--- config.mk ---
export PLATFORM = sky130hd
export DESIGN_NAME = pc_fetch_controller
export DESIGN_NICKNAME = d
export VERILOG_FILES = /design/src/rtl/pc_fetch_controller_pkg.sv /design/src/rtl/pc_redirect_arbiter.sv /design/src/rtl/pc_fetch_controller.sv
export SDC_FILE = /design/constraint.sdc
export NUM_CORES = 1
export LEC_CHECK = 0
export ABC_AREA = 0
export BUFFER_PORTS_ARGS = -buffer_cell sky130_fd_sc_hd__buf_2
export CORE_UTILIZATION = 52
export CTS_CLUSTER_SIZE = 10
export DETAILED_ROUTE_END_ITERATION = 10
export PLACE_DENSITY_LB_ADDON = 0.3
export SETUP_SLACK_MARGIN = 0.15
export SLEW_MARGIN = 25
export SYNTH_ARGS = -nofsm -noshare
export SYNTH_HDL_FRONTEND = slang
export SYNTH_HIERARCHICAL = 1
export SYNTH_SLANG_ARGS = --single-unit
--- constraint.sdc ---
create_clock -name CLK -period 2.3 [get_ports CLK]
set_input_delay 0.345 -clock CLK [delete_from_list [all_inputs] [get_ports CLK]]
set_output_delay 0.345 -clock CLK [all_outputs]
set_load 0.005 [all_outputs]
--- src/rtl/pc_fetch_controller_pkg.sv ---
// Shared types and constants for the fetch-stage PC sequencer.
package pc_fetch_controller_pkg;

  localparam int unsigned XLEN = 32;
  localparam logic [XLEN-1:0] DEFAULT_RESET_VECTOR = 32'h0000_0000;

  typedef enum logic [1:0] {
    ST_BOOT = 2'd0,
    ST_RUN  = 2'd1,
    ST_PEND = 2'd2,
    ST_TRAP = 2'd3
  } fetch_state_e;

endpackage

--- src/rtl/pc_redirect_arbiter.sv ---
// Fixed-priority redirect select (JUMP > JUMPREG > BRANCH) with alignment check.
module pc_redirect_arbiter
  import pc_fetch_controller_pkg::*;
(
  input  logic            jump_i,
  input  logic            jumpreg_i,
  input  logic            branch_i,
  input  logic [XLEN-1:0] jump_target_i,
  input  logic [XLEN-1:0] jumpreg_target_i,
  input  logic [XLEN-1:0] branch_target_i,
  output logic            redirect_o,
  output logic [XLEN-1:0] target_o,
  output logic            misaligned_o
);

  logic [XLEN-1:0] raw_target;

  // NOTE: every always_comb output gets a default first so no latch is inferred.
  always_comb begin
    raw_target = '0;
    if (jump_i)         raw_target = jump_target_i;
    else if (jumpreg_i) raw_target = jumpreg_target_i;
    else if (branch_i)  raw_target = branch_target_i;
  end

  assign redirect_o   = jump_i | jumpreg_i | branch_i;
  assign target_o     = {raw_target[XLEN-1:1], 1'b0};
  // Bit 0 is always dropped; a set bit 1 means the target is not word aligned.
  assign misaligned_o = redirect_o & raw_target[1];

endmodule

--- src/rtl/pc_fetch_controller.sv ---
// Fetch-stage PC owner: advance, stall, redirect, busy-buffered redirect, flush and trap.
module pc_fetch_controller
  import pc_fetch_controller_pkg::*;
#(
  parameter logic [31:0] RESET_VECTOR = DEFAULT_RESET_VECTOR,
  parameter int unsigned FLUSH_CYCLES = 2
) (
  input  logic        CLK,
  input  logic        RESET,
  input  logic        STALL,
  input  logic        IMEM_BUSY,
  input  logic        JUMP,
  input  logic        JUMPREG,
  input  logic        BRANCH,
  input  logic [31:0] JUMP_TARGET,
  input  logic [31:0] JUMPREG_TARGET,
  input  logic [31:0] BRANCH_TARGET,
  output logic [31:0] PC,
  output logic [31:0] PC_PLUSFOUR,
  output logic        FETCH_VALID,
  output logic        FLUSH,
  output logic        MISALIGNED
);

  localparam logic [2:0] FLUSH_RELOAD = 3'(FLUSH_CYCLES);

  fetch_state_e    state_q, state_d;
  logic [XLEN-1:0] pc_q, pc_d;
  logic [XLEN-1:0] pend_q, pend_d;
  logic [2:0]      flush_cnt_q, flush_cnt_d;
  logic            flush_q;
  logic            mis_q, mis_d;

  logic            redirect;
  logic [XLEN-1:0] target;
  logic            target_mis;

  pc_redirect_arbiter u_arbiter (
    .jump_i           (JUMP),
    .jumpreg_i        (JUMPREG),
    .branch_i         (BRANCH),
    .jump_target_i    (JUMP_TARGET),
    .jumpreg_target_i (JUMPREG_TARGET),
    .branch_target_i  (BRANCH_TARGET),
    .redirect_o       (redirect),
    .target_o         (target),
    .misaligned_o     (target_mis)
  );

  always_comb begin
    state_d     = state_q;
    pc_d        = pc_q;
    pend_d      = pend_q;
    mis_d       = mis_q;
    flush_cnt_d = (flush_cnt_q != 3'd0) ? flush_cnt_q - 3'd1 : flush_cnt_q;

    unique case (state_q)
      ST_BOOT: state_d = ST_RUN;
      ST_RUN: begin
        if (redirect) begin
          if (target_mis) begin
            mis_d   = 1'b1;
            state_d = ST_TRAP;
          end else begin
            flush_cnt_d = FLUSH_RELOAD;
            if (IMEM_BUSY) begin
              pend_d  = target;
              state_d = ST_PEND;
            end else begin
              pc_d = target;  // redirect wins over STALL
            end
          end
        end else if (!STALL && !IMEM_BUSY) begin
          pc_d = pc_q + 32'd4;
        end
      end
      ST_PEND: begin
        if (redirect) begin
          if (target_mis) begin
            mis_d   = 1'b1;
            state_d = ST_TRAP;
          end else begin
            flush_cnt_d = FLUSH_RELOAD;
            if (IMEM_BUSY) begin
              pend_d = target;
            end else begin
              pc_d    = target;
              state_d = ST_RUN;
            end
          end
        end else if (!IMEM_BUSY) begin
          pc_d    = pend_q;
          state_d = ST_RUN;
        end
      end
      ST_TRAP: ;  // frozen until reset; flush counter still drains
      default: state_d = ST_BOOT;
    endcase
  end

  // NOTE: state registers use non-blocking assignments so all flops update together at the edge.
  always_ff @(posedge CLK) begin
    if (!RESET) begin
      state_q     <= ST_BOOT;
      pc_q        <= RESET_VECTOR;
      pend_q      <= '0;
      flush_cnt_q <= '0;
      flush_q     <= 1'b0;
      mis_q       <= 1'b0;
    end else begin
      state_q     <= state_d;
      pc_q        <= pc_d;
      pend_q      <= pend_d;
      flush_cnt_q <= flush_cnt_d;
      flush_q     <= (flush_cnt_d != 3'd0);
      mis_q       <= mis_d;
    end
  end

  assign PC          = pc_q;
  assign PC_PLUSFOUR = pc_q + 32'd4;
  assign FETCH_VALID = (state_q == ST_RUN);
  assign FLUSH       = flush_q;
  assign MISALIGNED  = mis_q;

endmodule
# == Yosys cells after proc, flatten, opt, wreduce, memory -nomap -nowiden ==
# Index checks and enable logic that the tools add are counted.
# classes
add_sub_neg,2
eq_ne,6
n_mux,21
bitwise,4
n_reduce_logical,13
# ops
cell,n
$mux 32,9
$pmux 32 s2,1
$add 32x3->32 const B,1
$mux 2,6
$mux 3,4
$reduce_and 3->1,3
$reduce_bool 3->1,3
$ne 3x2->1 const B,2
$pmux 2 s3,1
$reduce_and 4->1,1
$ne 3x1->1 const B,1
$sub 3x1->3 const B,1
$eq 2x1->1 const B,1
$eq 2x2->1 const B,1
$logic_not 1->1,2
$logic_not 2->1,1
$ne 2x1->1 const B,1
$or 1x1->1,2
$reduce_bool 2->1,1
$reduce_or 2->1,1
$and 1x1->1,1
$logic_and 1x1->1,1
$not 1->1,1
# totals
regBits,70
in_bits,103
output_inout_bits,67
wordCells,52

# == Logic depth before layout (Yosys ltp) ==
# Gate-level depths: netlist of run 1.
# depth
depth_word,8
mapped_depth,11
ltp_nobuf,7

# == Modules after synthesis ==
# The synthesis of run 1 kept the hierarchy.
# by_module_without_submodules
module,instances,cells_per_inst,area_each_um2,seq_area_each_um2
pc_fetch_controller,1,618,4539.4,1421.4
pc_redirect_arbiter,1,145,883.3,0.0

# == Worst setup path after synthesis of run 1 ==
# Ideal clock, no wire load.
# synth_path
kind,register to output
from,"register pc_q[2], in the netlist PC[2]"
to,output PC_PLUSFOUR[26]
arrival_ns,1.816
required_ns,1.955
slack_ns,0.139
path_stages_with_launch,7
n_path_buf,1
cell_sequence,dfxtp_1 ha_1 and4_1 nand2b_1 clkbuf_1 or4_1 xnor2_1
# synth_between
elab_chain_cells,1
# synth_rtl
element,line_no,rtl
from (decl),pc_fetch_controller.sv:28,"logic [XLEN-1:0] pc_q, pc_d;"
from (signal assigned),pc_fetch_controller.sv:112,pc_q <= pc_d;
$add 32x3->32,pc_fetch_controller.sv:121,assign PC_PLUSFOUR = pc_q + 32'd4;
to (decl),pc_fetch_controller.sv:19,"output logic [31:0] PC_PLUSFOUR,"
# Every way passes these cells.

# == Final worst setup path of run 1 ==
# layout_path
from,"register pc_q[2], in the netlist PC[2]"
to,output PC_PLUSFOUR[30]
# Same word-level chain as after synthesis.

==> results of run 1 <==
==> power by group <==
part / leakage (µW) / switching, µW / internal, µW
clock: 0.000116 / 520 / 637
sequential: 0.000587 / 167 / 1410
combinational: 0.00259 / 1140 / 837
total: 0.00329 / 1830 / 2890
==> cell families (layout without fill, tap and decap cells) <==
logic type | after synthesis | in the layout | share of synthesized area
muxes | 16 | 16 | 0.0298
adders and majority gates | 7 | 7 | 0.0162
other | 1 | 1 | 0.000692
DFF | 71 | 71 | 0.262
buffers and inverters | 92 | 296 | 0.0796
and+or+nand+nor | 307 | 307 | 0.304
AOI/OAI and AO/OA | 242 | 242 | 0.264
xor gates and xnor gates | 27 | 27 | 0.0436
==> cell type report <==
cell class / instances / share of cell area
multi-input cells: 600 / 0.515
repair buffers: 263 / 0.225
flip-flops and latches: 71 / 0.198
well taps: 133 / 0.0225
clock buffers: 10 / 0.0186
clock inverters: 6 / 0.0114
inverters: 17 / 0.00915
==> flip-flops by register name (all words and copies together) (netlist names) <==
register and count:
FLUSH 1, PC 32, MISALIGNED 1, flush_cnt_q 3
pend_q 32, state_q 2
==> cell usage in the layout (no fill, tap or decap), types with 7 or more instances in the layout <==
cell type,synthesis,final
o21a_1,7,7
nand3b_1,31,31
a31oi_1,11,9
nor3_1,12,8
xnor2_2,0,7
clkbuf_8,0,10
buf_6,5,9
inv_1,15,14
nand3_1,48,44
a21oi_1,129,128
xnor2_1,16,9
buf_2,21,166
dfxtp_1,71,54
mux2i_1,15,15
o21ai_0,40,39
dfxtp_4,0,8
dfxtp_2,0,9
nand2_1,104,103
buf_4,6,82
xor2_1,11,11
nor2b_1,33,32
nor2_1,27,23
o211ai_1,8,8
nand4_1,7,7
==> path summary, 6_finish.rpt <==
path / endpoint / from
min reg2reg: pend_q[13]$_SDFFE_PN0P_ / pend_q[13]$_SDFFE_PN0P_
max: PC_PLUSFOUR[30] / PC[2]$_SDFFE_PN0P_
max reg2reg: PC[18]$_SDFFE_PN0P_ / PC[2]$_SDFFE_PN0P_
min: pend_q[24]$_SDFFE_PN0P_ / BRANCH_TARGET[24]
==> synthesized netlist by cell type, types with 5 or more instances <==
cell type | instances | area [µm²]
inv_1 | 15 | 56.3
and4_1 | 6 | 52.6
xnor2_1 | 16 | 140
nand3_1 | 48 | 240
a221oi_1 | 5 | 43.8
and3_1 | 6 | 37.5
a31oi_1 | 11 | 68.8
buf_4 | 6 | 45.0
mux2i_1 | 15 | 150
a211oi_1 | 6 | 45.0
nor2_1 | 27 | 101
xor2_1 | 11 | 96.3
o21a_1 | 7 | 52.6
nor3_1 | 12 | 60.1
o221ai_1 | 5 | 43.8
clkbuf_1 | 39 | 146
buf_2 | 21 | 105
nand2b_1 | 6 | 37.5
nand3b_1 | 31 | 233
o21ai_0 | 40 | 200
nand2_1 | 104 | 390
a21oi_1 | 129 | 646
nand4_1 | 7 | 43.8
nor2b_1 | 33 | 206
ha_1 | 7 | 87.6
o211ai_1 | 8 | 60.1
and2_1 | 5 | 31.3
buf_6 | 5 | 56.3
dfxtp_1 | 71 | 1420
==> per-stage QoR <==
step / setup TNS [ps] / util / hold WS, ps / cell area (µm²) / worst slack [ps]
finish: -77.9 / 0.742 / 380 / 7380 / -60.4
global route: -862 / 0.742 / 401 / 7380 / -122
CTS: -115 / 0.719 / 381 / 7160 / -50.6
detailed placement: -446 / 0.659 / 447 / 6560 / -40.1
global placement: 0 / 0.659 / 441 / 6560 / 43.8
floorplan: 0 / - / 431 / 5430 / 158
==> routing by layer <==
metal / up-vias / track usage
li1: 3123 / -
met1: 3137 / 0.395
met2: 439 / 0.633
met3: 114 / 0.0645
met4: 0 / 0.230
met5: - / 0
==> worst max-delay path, delay by kind of cell (launching register included) <==
kind / cells / cell delay, ps
buf+inv: 1 / 140
xor+xnor: 1 / 140
fa+ha+maj: 1 / 130
simple gates: 3 / 860
flops: 1 / 370
==> what timing repair did <==
item                       CTS  global route
gates resized for setup     48            35
setup endpoints to repair   20            40
buffers inserted            23            13
pin swaps                   17            11
==> results.sh, run 1 <==
export IMPL_status="complete, but fails checks"
export IMPL_violations="setup timing"
export IMPL_layout_setup_ws_ps=-60.4
export IMPL_worstPathMaxFanout=3
export IMPL_first_pass_iters=7
export IMPL_diodes=0
export IMPL_wl_met2_um=10000
export IMPL_path_cells="ha_4 -> and4_4 -> nand2b_4 -> or4_4 -> xnor2_2 -> buf_2"
export IMPL_finalCriticalPeriod_ps=2360
export IMPL_grt_pass1_wl_um=31400
export IMPL_path_clk_slew_ps=80
export IMPL_die_w_um=104
export IMPL_htreeDepth=3
export IMPL_synth_async_reset_ratio=0
export IMPL_ys_types=64
export IMPL_synth_nets=873
export IMPL_hold_path_class="input pin to flip-flop"
export IMPL_fin_crit_sh=1.03
export IMPL_rows=36
export IMPL_core_area_um2=9950
export IMPL_report_power_total_uw=4720
export IMPL_initial_core_util=0.545
export IMPL_drive_gt1_frac=0.364
export IMPL_rsz0062_at_grt="yes"
export IMPL_relSlewSlack=0.657
export IMPL_slowest_delay_ps=540
export IMPL_synth_edf_count=0
export IMPL_wire_per_inst_um=18.1
export IMPL_place_congestion=0.909
export IMPL_worstMarginPinSlew_ps=514
export IMPL_syn_area_per_cell_um2=7.11
export IMPL_antenna_found_initial=0
export IMPL_dp_cells=1048
export IMPL_r2r_cells=8
export IMPL_setup_viol=4
export IMPL_dr_total_vias=6813
export IMPL_grt_pass1_vias=6576
export IMPL_met3_length_um=1530
export IMPL_synth_seq_cells=71
export IMPL_clockBufferDepth=2
export IMPL_clkLatencyLatePin_ps=370
export IMPL_overflow=0
export IMPL_fin_nets=1072
export IMPL_synth_area_um2=5420
export IMPL_cap_viol_max_count=0
export IMPL_fill_cells=758
export IMPL_cp_start_kind="flip-flop"
export IMPL_drt_iter0_drc=550
export IMPL_regToRegSetupSlack_ps=260
export IMPL_powerDensity_nw_per_um2=639
export IMPL_io_pins=170
export IMPL_finalClockSkew_ps=15.6
export IMPL_grt_use_total=0.358
export IMPL_worst_path_max_delay_cell="or4_4"
export IMPL_synthCells=763
export IMPL_dieArea_um2=10800
export IMPL_grt_max_degree=61
export IMPL_io_buffers=166
export IMPL_yosysWarnings=6
export IMPL_drcViolationCount=0
export IMPL_cts_sinks=71
export IMPL_wl_met1_um=7130
export IMPL_drt_wl_total_um=19900
export IMPL_ys_seq_area_frac=0.262
export IMPL_cts_tree="yes"
export IMPL_timing_fmax_mhz=424
export IMPL_cts_hold_buf=0
export IMPL_final_cells=1100
export IMPL_finalHoldViolations=0
export IMPL_routed_top_layer="met4"
export IMPL_p_leak_uw=0.00329
export IMPL_die_h_um=104
export IMPL_multi_input_area_um2=3800
export IMPL_detail_route_antenna_nets=0
export IMPL_crit_arrival_ps=2020
export IMPL_area_growth_synth_to_final_pct=36.2
export IMPL_crit_type="flip-flop to output pin"
export IMPL_cts_inserted_buffers=9
export IMPL_drt_vias_per_instance=6.19
export IMPL_finalMaxSlewViolations=0
export IMPL_whs_path_depth=5
export IMPL_regArea_um2=1460
export IMPL_synth_main_ff_cell="dfxtp_1"
export IMPL_irDropWorstVdd_mv=0.774
export IMPL_crit_required_ps=1960
export IMPL_post_dp_hpwl_um=13400
export IMPL_cp_end_kind="output pin"
export IMPL_clock_root_buffer="clkbuf_8"
Power figures use the tool's default switching activity.
==> run 2, diff against run 1 <==
Settings changed: GPL_TIMING_DRIVEN set to 0.
==> run 2 against run 1 <==
Compared with the run above: the flow still finishes with violations (setup timing); sequential share of layout area fell by 0.42 points; power rose by 3.8%; first-iteration DRC count rose by 77%; clock-buffer cell count rose by 1; combinational power rose by 8%; maximum frequency fell by 4.6%; global-route usage rose by 1.8 points; non-clock buffer count rose by 33; sequential power barely moved; largest cell class unchanged.
==> results.sh, run 2 (synthesis results as in run 1) <==
export IMPL_status="complete, but fails checks"
export IMPL_violations="setup timing"
export IMPL_cts_inserted_buffers=9
export IMPL_regArea_um2=1480
export IMPL_htreeDepth=3
export IMPL_clkPwrFrac=0.238
export IMPL_fill_cells=728
export IMPL_grt_pass1_vias=6626
export IMPL_drt_iter0_drc=972
export IMPL_dp_cells=1058
export IMPL_clockBufferDepth=2
export IMPL_fin_nets=1105
export IMPL_drcViolationCount=0
export IMPL_setup_tns_ps=-585
export IMPL_path_clk_slew_ps=90
export IMPL_finalClockSkew_ps=11.2
export IMPL_finalMaxSlewViolations=0
export IMPL_grt_use_total=0.377
export IMPL_final_cells=1133
export IMPL_grt_pass1_wl_um=32600
export IMPL_cts_sinks=71
export IMPL_core_area_um2=9950
export IMPL_powerDensity_nw_per_um2=643
export IMPL_post_dp_hpwl_um=14600
export IMPL_hold_path_class="input pin to flip-flop"
export IMPL_cp_start_kind="flip-flop"
export IMPL_detail_route_antenna_nets=0
export IMPL_worstPathMaxFanout=8
export IMPL_place_worst_setup_slack_ps=-315
export IMPL_final_common_cell="buf_2"
export IMPL_place_congestion=0.974
export IMPL_irDropWorstVdd_mv=0.478
export IMPL_wire_per_inst_um=19.8
export IMPL_grt_max_degree=13
export IMPL_die_w_um=104
export IMPL_final_cell_mix="buf_2 (179), a21oi_1 (127), nand2_1 (99), buf_4 (52), dfxtp_1 (47)"
export IMPL_fin_crit_sh=1.08
export IMPL_io_buffers=162
export IMPL_relSlewSlack=0.557
export IMPL_seqPwrFrac=0.327
export IMPL_internal_power_uw=2900
export IMPL_finalHoldViolations=0
export IMPL_first_pass_iters=8
export IMPL_initial_core_util=0.545
export IMPL_drt_wl_total_um=22500
export IMPL_antenna_found_initial=0
export IMPL_layout_setup_ws_ps=-175
export IMPL_timing_fmax_mhz=404
export IMPL_crit_arrival_ps=2130
export IMPL_power_switching_uw=1990
export IMPL_cp_end_kind="output pin"
export IMPL_crit_type="flip-flop to output pin"
export IMPL_final_util=0.765
export IMPL_overflow=0
export IMPL_drive_gt1_frac=0.383
export IMPL_clock_root_buffer="clkbuf_8"
export IMPL_rsz0062_at_grt="yes"
export IMPL_die_h_um=104
export IMPL_cts_hold_buf=0
export IMPL_diodes=0
export IMPL_p_leak_uw=0.00339
export IMPL_holdWs_ps=377
export IMPL_finalCriticalPeriod_ps=2480
export IMPL_worstMarginPinSlew_ps=665
export IMPL_swShare=0.407
export IMPL_cap_viol_max_count=0
export IMPL_rows=36
export IMPL_clkLatencyLatePin_ps=360
export IMPL_setup_viol=9
export IMPL_drt_vias_per_instance=6.46
export IMPL_io_pins=170
export IMPL_multi_input_area_um2=3910
export IMPL_dieArea_um2=10800
export IMPL_area_growth_synth_to_final_pct=40.4
export IMPL_p_comb_frac=0.434
export IMPL_dr_total_vias=7319
export IMPL_crit_required_ps=1960
export IMPL_cts_tree="yes"
## run 2: final timing paths
| path | start | endpoint | slack, ps | depth (start not counted) |
|---|---|---|---|---|
| worst max-delay path | PC[11]$_SDFFE_PN0P_ | PC_PLUSFOUR[26] | -180 | 5 |
| worst min-delay path | BRANCH_TARGET[22] | pend_q[22]$_SDFFE_PN0P_ | 380 | 5 |
| worst max register to register | state_q[1]$_SDFFE_PN0P_ | PC[23]$_SDFFE_PN0P_ | 20 | 8 |
| worst min register to register | pend_q[2]$_SDFFE_PN0P_ | pend_q[2]$_SDFFE_PN0P_ | 460 | 2 |
## run 2: power by group through the flow
| stage | clock network (µW) | registers [µW] | logic, µW |
|---|---|---|---|
| finish | 1170 | 1600 | 2130 |
| global route | 1210 | 1620 | 2270 |
| CTS | 1160 | 1580 | 1870 |
| detailed placement | 0 | 1600 | 1750 |
| global placement | 0 | 1600 | 1720 |
| floorplan | 0 | 1570 | 1110 |
## run 2: stage by stage
step / area, µm² / total power (µW)
after floorplan: 5430 / 2680
after global routing: 7610 / 5090
after CTS: 7160 / 4610
after global placement: 6400 / 3320
after detailed placement: 6400 / 3350
final: 7610 / 4900
## run 2: critical path, stage by stage (launching register included)
cell and delay (ps):
dfxtp_2 420, nand4_1 160, or3_4 410, or4_4 510, xnor2_2 140, buf_2 130
## run 2: layout make-up
type	count	area share
plain buffers	75	0.0587
clock buffers	11	0.0186
clock inverters	5	0.0107
inverters	17	0.00937
multi-input cells	600	0.514
flip-flops and latches	71	0.194
well taps	133	0.0219
repair buffers	221	0.173
## run 2: timing repair
item,4_1_cts,5_1_grt
pin swaps,17,24
buffers inserted,34,25
endpoints found under the setup margin,50,85
hold endpoints to repair,0,0
resized for setup,95,74
## run 2: metal layers
layer / wire length (µm) / vias to the layer above / global-route usage
met4: 1460 / 0 / 0.227
met1: 7910 / 3366 / 0.444
met5: 0 / - / 0
met2: 10600 / 598 / 0.642
met3: 2450 / 156 / 0.0602
li1: - / 3199 / -
==> run 3, diff against run 2 <==
Settings changed: CORE_UTILIZATION 52 to 47, GPL_ROUTABILITY_DRIVEN set to 0.
Clock period 2.3 ns to 2.09 ns, I/O delays scaled along.
==> run 3 against run 2 <==
Compared with the run above: power grew 34%; critical path depth increased by 1; routed wire length increased by 10%; hold slack worse by 6.8 ps; the run still ends with setup timing left; sequential power grew 12%; flip-flop and latch count stayed put; setup slack lost 190 ps; core utilization decreased by 2.3 points.
==> results.sh, run 3 (synthesis results as in run 1) <==
export IMPL_timing_fmax_mhz=407
export IMPL_worstReg2RegStart="PC[10]$_SDFFE_PN0P_"
export IMPL_place_worst_setup_slack_ps=-363
export IMPL_regToRegSetupSlack_ps=-90
export IMPL_crit_arrival_ps=2150
export IMPL_initial_core_util=0.492
export IMPL_worstMarginPinSlew_ps=790
export IMPL_fin_nets=1125
export IMPL_fill_cells=831
export IMPL_die_w_um=109
export IMPL_clock_root_buffer="clkbuf_16"
export IMPL_crit_end="PC_PLUSFOUR[30]"
export IMPL_grt_pass1_wl_um=33500
export IMPL_cts_tree="yes"
export IMPL_status="complete, but fails checks"
export IMPL_grt_pass1_vias=6575
export IMPL_detail_route_antenna_nets=0
export IMPL_finalMaxSlewViolations=0
export IMPL_drcViolationCount=0
export IMPL_finalHoldViolations=0
export IMPL_worstPathMaxFanout=7
export IMPL_post_dp_hpwl_um=15000
export IMPL_fin_area_um2=8180
export IMPL_clockBufferDepth=2
export IMPL_drt_vias_per_instance=6.47
export IMPL_grt_max_degree=13
export IMPL_overflow=0
export IMPL_fin_crit_sh=1.18
export IMPL_rows=38
export IMPL_relSlewSlack=0.473
export IMPL_dr_total_vias=7501
export IMPL_crit_required_ps=1780
export IMPL_cts_hold_buf=0
export IMPL_rr_endpoint="PC[27]$_SDFFE_PN0P_"
export IMPL_irDropWorstVdd_mv=1.11
export IMPL_drt_wl_total_um=24700
export IMPL_cts_sinks=71
export IMPL_dieArea_um2=12000
export IMPL_finalCriticalPeriod_ps=2460
export IMPL_wire_per_inst_um=21.3
export IMPL_htreeDepth=3
export IMPL_final_cell_mix="buf_2 (174), a21oi_1 (124), nand2_1 (98), buf_4 (61), dfxtp_1 (50)"
export IMPL_cp_end_kind="output pin"
export IMPL_violations="setup timing"
export IMPL_cts_inserted_buffers=9
export IMPL_core_area_um2=11000
export IMPL_drive_gt1_frac=0.416
export IMPL_crit_start="PC[14]$_SDFFE_PN0P_"
export IMPL_crit_type="flip-flop to output pin"
export IMPL_antenna_found_initial=0
export IMPL_cp_start_kind="flip-flop"
export IMPL_hold_path_class="input pin to flip-flop"
export IMPL_diodes=0
export IMPL_io_pins=170
export IMPL_drt_iter0_drc=1119
export IMPL_holdWs_ps=371
export IMPL_setup_viol=24
export IMPL_cap_viol_max_count=0
export IMPL_path_clk_slew_ps=60
export IMPL_layout_setup_ws_ps=-369
export IMPL_die_h_um=109
export IMPL_finalClockSkew_ps=11.3
export IMPL_powerDensity_nw_per_um2=804
export IMPL_grt_use_total=0.369
export IMPL_postPlaceCellArea_um2=6530
export IMPL_rsz0062_at_grt="yes"
export IMPL_area_growth_synth_to_final_pct=50.9
export IMPL_p_leak_uw=0.00366
export IMPL_io_buffers=162
export IMPL_first_pass_iters=7
export IMPL_final_common_cell="buf_2"
export IMPL_r2r_cells=10
export IMPL_clkLatencyLatePin_ps=350
-- run 3: changes by cell type in the layout (fill, tap and decap cells not counted), sizes merged --
cell,change
buf,+21
clkbuf,-1
-- run 3: timing repair --
action,CTS,global route
pin swaps,24,36
setup endpoints to repair,87,84
endpoints found under the hold margin,0,0
gates resized for setup,105,96
buffers inserted,41,37
cloned,0,1
-- run 3: metrics by stage --
step           utilization  instances  total power [µW]  setup TNS (ps)
4_1_cts              0.682       1122              5780           -3440
3_5_place_dp         0.592       1065              3740          -13760
2_1_floorplan            -        763              2980               0
3_3_place_gp         0.592       1065              3710          -13220
6_report             0.742       1160              6580           -4670
5_1_grt              0.742       1160              6760           -6160
-- run 3: per-layer routing --
metal | wire [µm] | GRT usage | share of wire
met1 | 8780 | 0.444 | 0.35
met2 | 11300 | 0.587 | 0.46
met5 | 0 | 0 | 0
met4 | 1860 | 0.238 | 0.075
met3 | 2810 | 0.0895 | 0.11
-- run 3: worst min-delay path by stage --
stage | depth (start not counted) | slack, ps | end | from
floorplan | 2 | 430 | pend_q[10]$_SDFFE_PN0P_ | pend_q[10]$_SDFFE_PN0P_
global placement | 2 | 440 | pend_q[12]$_SDFFE_PN0P_ | pend_q[12]$_SDFFE_PN0P_
detailed placement | 2 | 450 | pend_q[4]$_SDFFE_PN0P_ | pend_q[4]$_SDFFE_PN0P_
CTS | 5 | 380 | pend_q[21]$_SDFFE_PN0P_ | BRANCH_TARGET[21]
global route | 5 | 430 | pend_q[2]$_SDFFE_PN0P_ | BRANCH_TARGET[2]
finish | 5 | 370 | pend_q[24]$_SDFFE_PN0P_ | BRANCH_TARGET[24]
-- run 3: power by group --
part | total, µW | internal, µW | leakage (µW) | switching, µW
sequential | 1790 | 1560 | 0.000589 | 229
combinational | 2980 | 1340 | 0.00290 | 1640
clock | 1810 | 1150 | 0.000167 | 661
-- run 3: critical path: stages (launching register included) --
cell and delay, ps:
dfxtp_1 340, buf_6 140, clkinvlp_4 140, or3_4 420
or4_4 460, xnor2_2 160, buf_2 130
-- run 3: layout make-up --
cell class / count / area [µm²] / area share
multi-input combinational: 600 / 4070 / 0.497
timing repair buffer: 241 / 1530 / 0.187
sequential: 71 / 1470 / 0.179
buffer: 75 / 522 / 0.0638
clock buffer: 11 / 264 / 0.0323
tap: 140 / 175 / 0.0214
clock inverter: 5 / 77.6 / 0.00948
inverter: 17 / 73.8 / 0.00902
